File: src/rtl/pe_pkg.sv
// pe_pkg: shared widths and helpers for the tile MAC processing element.
// Holds the saturation bounds and the tile-depth clamp.
package pe_pkg;

   localparam int DATA_W_DEFAULT = 8;
   localparam int ACC_W_DEFAULT  = 20;
   localparam int K_MAX_DEFAULT  = 16;

   function automatic longint sat_hi(input int acc_w, input bit sgn);
      if (sgn)
         return (64'sd1 <<< (acc_w - 1)) - 64'sd1;
      return (64'sd1 <<< acc_w) - 64'sd1;
   endfunction

   function automatic longint sat_lo(input int acc_w, input bit sgn);
      if (sgn)
         return -(64'sd1 <<< (acc_w - 1));
      return 64'sd0;
   endfunction

   function automatic int clamp_k(input int k, input int k_max);
      if (k < 1)
         return 1;
      if (k > k_max)
         return k_max;
      return k;
   endfunction

endpackage

File: src/rtl/pe_tile_cnt.sv
// pe_tile_cnt: tile term counter for the PE.
// Strobes first_term/last_term only on accepted (valid, not cleared) terms.
module pe_tile_cnt
   import pe_pkg::*;
#(
   parameter int K_MAX = K_MAX_DEFAULT
) (
   input  logic                         i_clk,
   input  logic                         i_arst,
   input  logic                         i_valid,
   input  logic                         i_clear,
   input  logic [$clog2(K_MAX+1)-1:0]   i_k,
   output logic                         first_term,
   output logic                         last_term
);

   localparam int CW = $clog2(K_MAX + 1);

   logic [CW-1:0] cnt_q;
   logic [CW-1:0] k_eff;
   logic [CW:0]   nxt;
   logic          take;

   assign k_eff      = CW'(clamp_k(int'(i_k), K_MAX));
   assign take       = i_valid & ~i_clear;
   assign nxt        = {1'b0, cnt_q} + (CW+1)'(1);
   assign first_term = take & (cnt_q == '0);
   assign last_term  = take & (nxt == {1'b0, k_eff});

   always_ff @(posedge i_clk) begin
      if (i_arst)
         cnt_q <= '0;
      else if (i_clear || last_term)
         cnt_q <= '0;
      else if (i_valid)
         cnt_q <= nxt[CW-1:0];
   end

endmodule

File: src/rtl/pe_tile_mac.sv
// pe_tile_mac: systolic PE, K-term tile MAC with east/south forwarding.
// Define PE_SAT_EN for clamping accumulation and the o_sat flag.
module pe_tile_mac
   import pe_pkg::*;
#(
   parameter int DATA_W = DATA_W_DEFAULT,
   parameter int ACC_W  = ACC_W_DEFAULT,
   parameter int K_MAX  = K_MAX_DEFAULT,
   parameter int SIGNED = 0
) (
   input  logic                         i_clk,
   input  logic                         i_arst,
   input  logic                         i_clear,
   input  logic [$clog2(K_MAX+1)-1:0]   i_k,
   input  logic                         i_valid,
   input  logic [DATA_W-1:0]            i_a,
   input  logic [DATA_W-1:0]            i_b,
   output logic                         o_valid,
   output logic [DATA_W-1:0]            o_a,
   output logic [DATA_W-1:0]            o_b,
   output logic                         o_y_valid,
   output logic [ACC_W-1:0]             o_y,
   output logic                         o_sat
);

   localparam bit SGN = (SIGNED != 0);

   if (ACC_W < 2 * DATA_W) begin : g_bad_w
      $error("pe_tile_mac: ACC_W must be >= 2*DATA_W");
   end

   logic                  first;
   logic                  last;
   logic                  ea;
   logic                  eb;
   logic [2*DATA_W-1:0]   p2;
   logic [ACC_W-1:0]      prod;
   logic [ACC_W-1:0]      base;
   logic [ACC_W-1:0]      acc_q;
   logic [ACC_W-1:0]      acc_d;

   pe_tile_cnt #(
      .K_MAX(K_MAX)
   ) u_cnt (
      .i_clk      (i_clk),
      .i_arst     (i_arst),
      .i_valid    (i_valid),
      .i_clear    (i_clear),
      .i_k        (i_k),
      .first_term (first),
      .last_term  (last)
   );

   // Operands widened to 2*DATA_W so one multiplier serves both modes.
   assign ea = SGN & i_a[DATA_W-1];
   assign eb = SGN & i_b[DATA_W-1];
   assign p2 = {{DATA_W{ea}}, i_a} * {{DATA_W{eb}}, i_b};

   if (SGN) begin : g_sx
      assign prod = ACC_W'($signed(p2));
   end else begin : g_zx
      assign prod = ACC_W'(p2);
   end

   assign base = first ? '0 : acc_q;

`ifdef PE_SAT_EN
   localparam logic signed [ACC_W+1:0] HI = (ACC_W+2)'(sat_hi(ACC_W, SGN));
   localparam logic signed [ACC_W+1:0] LO = (ACC_W+2)'(sat_lo(ACC_W, SGN));

   logic signed [ACC_W+1:0] bw;
   logic signed [ACC_W+1:0] pw;
   logic signed [ACC_W+1:0] sw;
   logic                    hi_c;
   logic                    lo_c;
   logic                    sat_q;
   logic                    sat_y;
   logic                    sat_n;

   // Two guard bits hold any single step of either signedness.
   assign bw    = {{2{SGN & base[ACC_W-1]}}, base};
   assign pw    = {{2{SGN & prod[ACC_W-1]}}, prod};
   assign sw    = bw + pw;
   assign hi_c  = sw > HI;
   assign lo_c  = sw < LO;
   assign sat_n = sat_q | hi_c | lo_c;

   always_comb begin
      acc_d = sw[ACC_W-1:0];
      if (hi_c)
         acc_d = HI[ACC_W-1:0];
      else if (lo_c)
         acc_d = LO[ACC_W-1:0];
   end

   always_ff @(posedge i_clk) begin
      if (i_arst) begin
         sat_q <= 1'b0;
         sat_y <= 1'b0;
      end else begin
         sat_y <= last & sat_n;
         if (i_clear || last)
            sat_q <= 1'b0;
         else if (i_valid)
            sat_q <= sat_n;
      end
   end

   assign o_sat = sat_y;
`else
   assign acc_d = base + prod;
   assign o_sat = 1'b0;
`endif

   always_ff @(posedge i_clk) begin
      if (i_arst) begin
         o_valid   <= 1'b0;
         o_a       <= '0;
         o_b       <= '0;
         o_y_valid <= 1'b0;
         o_y       <= '0;
         acc_q     <= '0;
      end else begin
         o_valid   <= i_valid;
         o_a       <= i_a;
         o_b       <= i_b;
         o_y_valid <= last;
         if (last) begin
            o_y   <= acc_d;
            acc_q <= '0;
         end else if (i_clear) begin
            acc_q <= '0;
         end else if (i_valid) begin
            acc_q <= acc_d;
         end
      end
   end

endmodule

File: config.mk
export PLATFORM = sky130hd
export DESIGN_NAME = pe_tile_mac
export DESIGN_NICKNAME = d
export VERILOG_FILES = /design/src/rtl/pe_pkg.sv /design/src/rtl/pe_tile_cnt.sv /design/src/rtl/pe_tile_mac.sv
export SDC_FILE = /design/constraint.sdc
export NUM_CORES = 1
export LEC_CHECK = 0
export BUFFER_PORTS_ARGS = -buffer_cell sky130_fd_sc_hd__buf_2
export CORE_MARGIN = 1
export CORE_UTILIZATION = 40
export DETAILED_ROUTE_END_ITERATION = 10
export SLEW_MARGIN = 0
export SYNTH_ARGS = -nofsm -noshare
export SYNTH_HDL_FRONTEND = slang
export SYNTH_SLANG_ARGS = --single-unit
File: constraint.sdc
create_clock -name i_clk -period 6.4 [get_ports i_clk]
set_clock_uncertainty 0.15 [all_clocks]
set_input_delay 0 -clock i_clk [delete_from_list [all_inputs] [get_ports i_clk]]
set_output_delay 0 -clock i_clk [all_outputs]
set_load 0.02 [all_outputs]
==> results of run 1 <==
==> final timing paths <==
path | startpoint | to | depth (start not counted) | slack, ns
setup / recovery | u_cnt.cnt_q[0] | o_y[18] | 19 | 1.09
hold / removal | i_arst | o_valid | 2 | 0.06
setup reg to reg | u_cnt.cnt_q[0] | o_y[18] | 19 | 1.09
hold reg to reg | acc_q[15] | acc_q[15] | 2 | 0.31
==> layout make-up <==
type	count	share of cell area (%)
Clock buffer	9	3.74
Multi-Input combinational cell	403	56.6
Inverter	85	5.30
Timing Repair Buffer	81	8.18
Tap cell	168	3.49
Sequential cell	63	20.9
Clock inverter	7	1.74
==> through the flow <==
stage	utilization [%]	hold WS, ns	cell area [µm²]	power [W]
6_report	49.3	0.0623	6020	0.00213
3_3_place_gp	45.3	0.188	5530	0.00156
2_1_floorplan	-	-0.0218	5110	0.00130
5_1_grt	49.3	0.105	6020	0.00232
4_1_cts	49.3	0.0722	6020	0.00215
3_5_place_dp	45.3	0.194	5530	0.00159
==> per-layer routing <==
| metal | track usage [%] | part of all wire [%] | wire (µm) | vias to the layer above |
|---|---|---|---|---|
| met5 | 0 | 0 | 0 | - |
| met4 | 5.45 | 1.4 | 163 | 0 |
| met3 | 3.85 | 3.7 | 424 | 16 |
| met2 | 32.3 | 48 | 5590 | 85 |
| met1 | 25.4 | 47 | 5430 | 1897 |
| li1 | - | - | - | 1969 |
==> synth_stat cells, drive strengths merged, types with 7 or more instances <==
cell	number
clkbuf	15
a211oi	10
a21oi	26
fa	50
and2	48
nand2	51
xnor2	12
nor2	41
buf	9
o21ai	9
nor2b	23
nand3	11
dfxtp	63
inv	85
ha	43
mux2i	26
nand2b	7
xor2	8
==> flip-flops by register name (all words and copies together), names as in the netlist <==
register / count
o_a: 8
acc_q: 20
u_cnt.cnt_q: 5
o_b: 8
o_valid: 1
o_y: 20
o_y_valid: 1
==> kinds of logic after synthesis <==
| logic type | after synthesis | share of synthesized area (%) |
|---|---|---|
| adder cells (fa/ha/maj) | 93 | 30.1 |
| multiplexers | 26 | 5.10 |
| other | 1 | 0.0734 |
| buffers and inverters | 109 | 8.65 |
| AO/OA/AOI/OAI | 70 | 9.07 |
| AND/OR/NAND/NOR | 193 | 18.8 |
| XOR/XNOR | 20 | 3.43 |
| flip-flops | 63 | 24.7 |
==> where the power goes <==
| part | switching, W | internal, W |
|---|---|---|
| clock | 0.000194 | 0.000346 |
| combinational | 0.000701 | 0.000445 |
| sequential | 0.0000151 | 0.000425 |
| total | 0.000910 | 0.00122 |
==> impl_metrics.py, run 1 <==
metrics = {
    "drt": {
        "drc": 0,
        "vias": 3967,
        "drtIter0Drc": 145,
        "ant_nets": 0,
        "drtPass1Iterations": 5,
        "drt-total-wl_um": 11600,
        "post_drt_via_cell_ratio": 4.86,
        "wl_per_cell_um": 14.2,
    },
    "die": {
        "start_util_pct": 41.8,
        "die_width_um": 115,
        "die_h_um": 115,
        "fp.dieArea_um2": 13200,
        "rows": 40,
        "core_um2": 12200,
        "ios": 64,
    },
    "synthesis": {
        "async_flop_share_pct": 0,
        "synthFlopType": "dfxtp_1",
        "ys_warn_count": 0,
        "synth_edf_count": 0,
        "netlist_instances": 575,
        "synth-seq-cells": 63,
        "ys_types": 43,
        "syn_nets": 693,
        "synth_largest_area_cell": "dfxtp_1",
        "avgSynthCellArea_um2": 8.88,
        "ys_seq_area_share_pct": 24.7,
        "yosysTopAreaCellShare_pct": 24.7,
        "synth_top_cells_by_area": "dfxtp_1 (25%), fa_1 (20%), ha_1 (11%)",
        "synth_area_um2": 5110,
    },
    "worst_setup_path": {
        "cp-start-kind": "flop",
        "cp_slowest_stage_delay_ns": 0.59,
        "path_buf_inv": 4,
        "crit_family": "adder cells",
        "crit_arrival_ns": 5.41,
        "path_common_cell": "inv_1",
        "required_ns": 6.49,
        "critPathSlowestCell": "fa_1",
        "cp-end-kind": "flop",
        "cp_max_fo": 9,
        "crit_path_cell_trace": "inv_1 > ha_1 > nor4b_1 > nand2_1 > nand2_1 > fa_1 > inv_1 > fa_1 > ha_1 > inv_1 > fa_1 > inv_1 > ha_1 > a211oi_1 > o211ai_1 > a31oi_1 > a21oi_1 > or2_2 > a311oi_1",
        "crit_type": "flop to flop",
    },
    "finish": {
        "fin_cells": 816,
        "final_common_cell": "inv_1",
        "diodes": 0,
        "seqCellArea_um2": 1260,
        "nFillCells": 1186,
        "mostFrequentLayoutCells": "inv_1 (85), dfxtp_1 (63), buf_2 (62)",
        "layout-drive-gt1-share_pct": 13.1,
        "area_delta_synth_final_pct": 18.0,
        "nets": 761,
        "multi_input_area_um2": 3410,
    },
    "clocking": {
        "hold_buffers": 16,
        "cts.root.buffer_cell": "clkbuf_16",
        "clock-sinks": 63,
        "clk_path_buf_depth": 2,
        "insertion_delay_ns": 0.33,
        "cts_made_buffers": 9,
        "path_clk_slew_ns": 0.06,
        "cts_tree": "done",
        "htreeDepth": 3,
        "cts_resized": 0,
        "cts_setup_buffers": 0,
    },
    "outcome": {
        "status": "completed",
    },
    "placement": {
        "place_inst": 784,
        "dpl_worst_slack_ns": 1.06,
        "dp_hpwl_um": 9010,
        "io_buffers": 62,
        "place.gp.congestion": 0.926,
    },
    "timing": {
        "period_needed_ns": 5.31,
        "setup_viol": 0,
        "setup_tns_ns": 0,
        "max_freq_mhz": 188,
        "post-route-period-util_pct": 83.0,
        "hold_viol_final": 0,
        "tightest_slew_ns": 0.907,
        "rsz0062_at_grt": "no",
        "drv_slew": 0,
        "layout_setup_ws_ns": 1.09,
        "max_slew_margin_pct": 39.6,
    },
    "power_and_ir_drop": {
        "leakage_nw": 2.91,
        "p_per_area_nw_per_um2": 353,
        "ir_drop_v": 0.000199,
    },
    "global_routing": {
        "gr-usage-all-layers_pct": 19.3,
        "first_global_vias": 4116,
        "grt_pass1_wl_um": 19900,
        "grt_max_degree": 40,
        "antenna_found_initial": 0,
        "grt_overflow": 0,
    },
    "hold_path": {
        "worstHoldPathType": "input port to flop",
    },
    "job": {
        "maxCapViolations": 0,
    },
}
No activity file was read; power rests on OpenSTA's default activity.
==> inputs of run 2 (changes only) <==
==> constraint.sdc (replaced) <==
create_clock -name i_clk -period 5.13 [get_ports i_clk]
set_clock_uncertainty 0.15 [all_clocks]
set_input_delay 0 -clock i_clk [delete_from_list [all_inputs] [get_ports i_clk]]
set_output_delay 0 -clock i_clk [all_outputs]
set_load 0.02 [all_outputs]
==> impl_metrics.py, run 2 (synthesis gave the netlist of run 1 again) <==
metrics = {
    "outcome": {
        "status": "completed",
    },
    "worst_setup_path": {
        "cp_slowest_stage_delay_ns": 0.54,
        "required_ns": 5.23,
        "r2r-end": "o_y[18]",
        "crit_type": "flop to flop",
        "cp-end-kind": "flop",
        "cp-start-kind": "flop",
        "r2r-start": "u_cnt.cnt_q[0]",
        "path_buf_inv": 3,
        "crit_family": "adder cells",
        "crit_path_cell_trace": "inv_1 > ha_1 > nor4b_2 > nand2_2 > and2_4 > ha_1 > fa_1 > fa_1 > inv_1 > fa_1 > inv_1 > ha_1 > o21ai_2 > nand2b_1 > a31oi_2 > a21oi_2 > or2_2 > a311oi_2",
        "critPathSlowestCell": "fa_1",
        "r2r_slack_ns": 0.12,
        "rr_worst_depth": 18,
        "cp_max_fo": 6,
        "crit_arrival_ns": 5.11,
    },
    "power_and_ir_drop": {
        "p_sw_w": 0.00120,
        "p_int_w": 0.00155,
        "ir_drop_v": 0.000242,
        "switching_share_pct": 43.6,
        "pwr-share-seq_pct": 19.9,
        "p_per_area_nw_per_um2": 448,
        "p_comb_share_pct": 57.4,
        "clkPwrFrac_pct": 22.7,
        "leakage_nw": 2.94,
        "finalPower_w": 0.00275,
    },
    "placement": {
        "dp_hpwl_um": 8950,
        "place_inst": 789,
        "dpl_worst_slack_ns": 0.00940,
        "place.gp.congestion": 0.873,
        "io_buffers": 62,
    },
    "timing": {
        "max_slew_margin_pct": 33.9,
        "rsz0062_at_grt": "yes",
        "period_needed_ns": 5.01,
        "hold_viol_final": 0,
        "setup_viol": 0,
        "max_freq_mhz": 200,
        "post-route-period-util_pct": 97.6,
        "whs_ns": 0.0714,
        "layout_setup_ws_ns": 0.122,
        "tightest_slew_ns": 0.992,
        "drv_slew": 0,
    },
    "clocking": {
        "htreeDepth": 3,
        "clk_path_buf_depth": 2,
        "cts_tree": "done",
        "cts_made_buffers": 9,
        "clock-sinks": 63,
        "cts.root.buffer_cell": "clkbuf_16",
        "path_clk_slew_ns": 0.06,
        "insertion_delay_ns": 0.34,
    },
    "global_routing": {
        "gr-usage-all-layers_pct": 19.6,
        "first_global_vias": 4170,
        "grt_overflow": 0,
        "grt_pass1_wl_um": 19900,
        "grt_max_degree": 40,
        "antenna_found_initial": 0,
    },
    "drt": {
        "drtIter0Drc": 114,
        "ant_nets": 0,
        "drtPass1Iterations": 4,
        "vias": 4044,
        "dr_wl_met2_um": 5640,
        "drt-total-wl_um": 11800,
        "top_layer": "met4",
        "wl_per_cell_um": 14.4,
        "wl_met3_um": 452,
        "wl_met1_um": 5510,
        "post_drt_via_cell_ratio": 4.92,
        "drc": 0,
    },
    "die": {
        "fp.dieArea_um2": 13200,
        "ios": 64,
        "start_util_pct": 41.8,
        "die_h_um": 115,
        "rows": 40,
        "die_width_um": 115,
        "core_um2": 12200,
    },
    "job": {
        "maxCapViolations": 0,
    },
    "hold_path": {
        "min_delay_path_depth": 2,
        "worstHoldPathType": "input port to flop",
        "whs_endpoint": "o_y[11]",
        "min_from": "i_arst",
    },
    "finish": {
        "final_common_cell": "inv_1",
        "diodes": 0,
        "area_delta_synth_final_pct": 20.2,
        "mostFrequentLayoutCells": "inv_1 (85), dfxtp_1 (63), buf_2 (62)",
        "nets": 767,
        "layout-drive-gt1-share_pct": 16.2,
        "fin_cells": 822,
        "top_regs": "acc_q x20, o_y x20",
    },
}
run 2: cell types whose count changed in the layout (fill, tap and decap cells not counted), sizes merged:
| cell | previous run | this run |
|---|---|---|
| clkbuf | 9 | 11 |
| bufinv | 2 | 1 |
| inv | 87 | 86 |
| buf | 65 | 71 |
run 2: how the worst max path moves through the flow:
stage	from	slack, ns	endpoint	cells after the start
floorplan	u_cnt.cnt_q[0]	0.13	o_y[18]	20
global placement	u_cnt.cnt_q[0]	0.05	o_y[18]	20
detailed placement	u_cnt.cnt_q[0]	0.009	o_y[18]	19
CTS	u_cnt.cnt_q[0]	0.05	o_y[18]	19
global route	u_cnt.cnt_q[0]	-0.10	o_y[18]	18
finish	u_cnt.cnt_q[0]	0.12	o_y[18]	18
run 2: timing repair:
action | CTS | global route
pin swaps | 2 | 11
gates cloned | 0 | 0
hold buffers | 16 | 0
resized for setup | 4 | 15
hold endpoints to repair | 16 | 0
setup endpoints to repair | 1 | 20
setup buffers | 1 | 0
run 2: worst reg2reg max path, stage by stage, from the launching register on:
cell and delay [ns]:
dfxtp_1 0.31, inv_1 0.08, ha_1 0.15, nor4b_2 0.24, nand2_2 0.18, and2_4 0.21, ha_1 0.31, fa_1 0.48
fa_1 0.49, inv_1 0.06, fa_1 0.54, inv_1 0.04, ha_1 0.38, o21ai_2 0.21, nand2b_1 0.13, a31oi_2 0.28
a21oi_2 0.12, or2_2 0.33, a311oi_2 0.24
run 2: routing by layer:
layer  track usage [%]  vias to the layer above
met4              7.10                        0
met3              4.48                       23
met2              32.5                       94
met5                 0                        -
li1                  -                     1988
met1              24.9                     1939
run 2: cell type report:
cell class	count	area, µm²
fill	1198	6070
sequential	63	1260
inverter	85	319
clock buffer	11	243
multi-input combinational	403	3510
timing repair buffer	87	542
tap	168	210
clock inverter	5	56.3
run 2: through the flow:
step | util, % | instance area, µm² | TNS, ns
detailed placement | 45.6 | 5570 | 0
global placement | 45.6 | 5570 | 0
global route | 50.3 | 6140 | -0.584
floorplan | - | 5110 | 0
finish | 50.3 | 6140 | 0
CTS | 49.6 | 6060 | 0
run 2: power by group through the flow:
stage	sequential [W]	clock (W)	combinational, W
after floorplan	0.000567	0	0.00105
after global placement	0.000559	0	0.00141
after detailed placement	0.000559	0	0.00143
after CTS	0.000549	0.000638	0.00148
after global routing	0.000553	0.000661	0.00176
final	0.000549	0.000624	0.00158
==> inputs of run 3 (changes only) <==
--- a/config.mk
+++ b/config.mk
@@ -9,6 +9,7 @@
 export CORE_MARGIN = 1
 export CORE_UTILIZATION = 40
 export DETAILED_ROUTE_END_ITERATION = 10
+export SETUP_SLACK_MARGIN = 0.4
 export SLEW_MARGIN = 0
 export SYNTH_ARGS = -nofsm -noshare
 export SYNTH_HDL_FRONTEND = slang
==> constraint.sdc (replaced) <==
create_clock -name i_clk -period 6.22 [get_ports i_clk]
set_clock_uncertainty 0.15 [all_clocks]
set_input_delay 0 -clock i_clk [delete_from_list [all_inputs] [get_ports i_clk]]
set_output_delay 0 -clock i_clk [all_outputs]
set_load 0.02 [all_outputs]
==> impl_metrics.py, run 3 (synthesis gave the netlist of run 1 again) <==
metrics = {
    "outcome": {
        "status": "completed",
    },
    "power_and_ir_drop": {
        "switching_share_pct": 43.0,
        "pwr-share-seq_pct": 20.6,
        "p_per_area_nw_per_um2": 365,
        "clkPwrFrac_pct": 25.5,
        "p_comb_share_pct": 53.9,
        "p_sw_w": 0.000945,
        "p_int_w": 0.00125,
        "leakage_nw": 2.91,
        "finalPower_w": 0.00220,
        "ir_drop_v": 0.000205,
    },
    "worst_setup_path": {
        "cp-end-kind": "flop",
        "r2r-start": "u_cnt.cnt_q[0]",
        "crit_type": "flop to flop",
        "r2r-end": "o_y[18]",
        "required_ns": 6.31,
        "cp-start-kind": "flop",
        "crit_arrival_ns": 5.47,
        "cp_max_fo": 10,
        "rr_worst_depth": 19,
        "r2r_slack_ns": 0.84,
    },
    "timing": {
        "period_needed_ns": 5.38,
        "post-route-period-util_pct": 86.5,
        "setup_tns_ns": 0,
        "tightest_slew_ns": 0.936,
        "drv_slew": 0,
        "max_freq_mhz": 186,
        "max_slew_margin_pct": 37.6,
        "hold_viol_final": 0,
        "setup_viol": 0,
        "rsz0062_at_grt": "no",
        "layout_setup_ws_ns": 0.838,
        "whs_ns": 0.0582,
    },
    "placement": {
        "dpl_worst_slack_ns": 0.867,
        "io_buffers": 62,
        "dp_hpwl_um": 8870,
        "place.gp.congestion": 0.932,
        "place_inst": 784,
    },
    "finish": {
        "area_delta_synth_final_pct": 18.0,
        "seqCellArea_um2": 1260,
        "diodes": 0,
        "mostFrequentLayoutCells": "inv_1 (85), dfxtp_1 (63), buf_2 (62)",
        "top_regs": "acc_q x20, o_y x20",
        "final_common_cell": "inv_1",
        "layout-drive-gt1-share_pct": 13.1,
        "multi_input_area_um2": 3410,
        "nFillCells": 1224,
        "nets": 761,
        "fin_cells": 816,
    },
    "clocking": {
        "cts_resized": 0,
        "clock-sinks": 63,
        "cts.root.buffer_cell": "clkbuf_16",
        "insertion_delay_ns": 0.34,
        "hold_buffers": 16,
        "clk_path_buf_depth": 2,
        "cts_setup_buffers": 0,
        "cts_tree": "done",
        "path_clk_slew_ns": 0.06,
        "htreeDepth": 3,
        "cts_made_buffers": 9,
    },
    "global_routing": {
        "gr-usage-all-layers_pct": 19.2,
        "first_global_vias": 4126,
        "grt_pass1_wl_um": 19900,
        "antenna_found_initial": 0,
        "grt_max_degree": 40,
        "grt_overflow": 0,
    },
    "drt": {
        "drt-total-wl_um": 11500,
        "post_drt_via_cell_ratio": 4.94,
        "vias": 4035,
        "drtPass1Iterations": 4,
        "ant_nets": 0,
        "drc": 0,
        "wl_per_cell_um": 14.1,
        "drtIter0Drc": 156,
    },
    "die": {
        "die_width_um": 115,
        "ios": 64,
        "core_um2": 12200,
        "die_h_um": 115,
        "fp.dieArea_um2": 13200,
        "rows": 40,
        "start_util_pct": 41.8,
    },
    "hold_path": {
        "min_from": "i_arst",
        "worstHoldPathType": "input port to flop",
        "whs_endpoint": "o_y[12]",
        "min_delay_path_depth": 2,
    },
    "job": {
        "maxCapViolations": 0,
    },
}
==> run 3: power groups by stage <==
stage / logic (W) / clock network [W] / registers (W)
3_3_place_gp: 0.00115 / 0 / 0.000462
5_1_grt: 0.00135 / 0.000588 / 0.000455
6_report: 0.00119 / 0.000560 / 0.000452
2_1_floorplan: 0.000867 / 0 / 0.000467
4_1_cts: 0.00119 / 0.000575 / 0.000452
3_5_place_dp: 0.00117 / 0 / 0.000461
==> run 3: per-stage QoR <==
stage	utilization (%)	area [µm²]
2_1_floorplan	-	5110
3_3_place_gp	45.3	5530
3_5_place_dp	45.3	5530
4_1_cts	49.3	6020
5_1_grt	49.3	6020
6_report	49.3	6020
==> run 3: final cells by class <==
type / instances / area share (%)
clock buffer: 9 / 3.74
clock inverter: 7 / 1.74
inverter: 85 / 5.30
multi-input combinational: 403 / 56.6
sequential: 63 / 20.9
tap: 168 / 3.49
timing repair buffer: 81 / 8.18
==> run 3: worst max path at each step <==
stage / start / endpoint / slack [ns]
after floorplan: u_cnt.cnt_q[0] / o_y[18] / 1.22
after global routing: u_cnt.cnt_q[0] / acc_q[16] / 0.43
after detailed placement: u_cnt.cnt_q[0] / o_y[18] / 0.87
after CTS: u_cnt.cnt_q[0] / o_y[18] / 0.82
final: u_cnt.cnt_q[0] / o_y[18] / 0.84
after global placement: u_cnt.cnt_q[0] / o_y[18] / 0.99
==> run 3: layer usage <==
metal | track usage [%] | share of wire, %
met5 | 0 | 0
met4 | 5.97 | 1.2
met3 | 3.64 | 3.4
met2 | 32.0 | 48
met1 | 25.2 | 48
==> run 3: critical path, cell delays in order, from the launching register on <==
cell and delay, ns:
dfxtp_1 0.46, inv_1 0.11, ha_1 0.20, nor4b_1 0.14, nand2_1 0.30, nand2_1 0.13, fa_1 0.50, inv_1 0.06
fa_1 0.50, inv_1 0.05, fa_1 0.47, fa_1 0.55, inv_1 0.05, ha_1 0.34, o211ai_1 0.14, o211ai_1 0.20
a31oi_1 0.25, a21oi_1 0.12, or2_2 0.32, a311oi_1 0.26
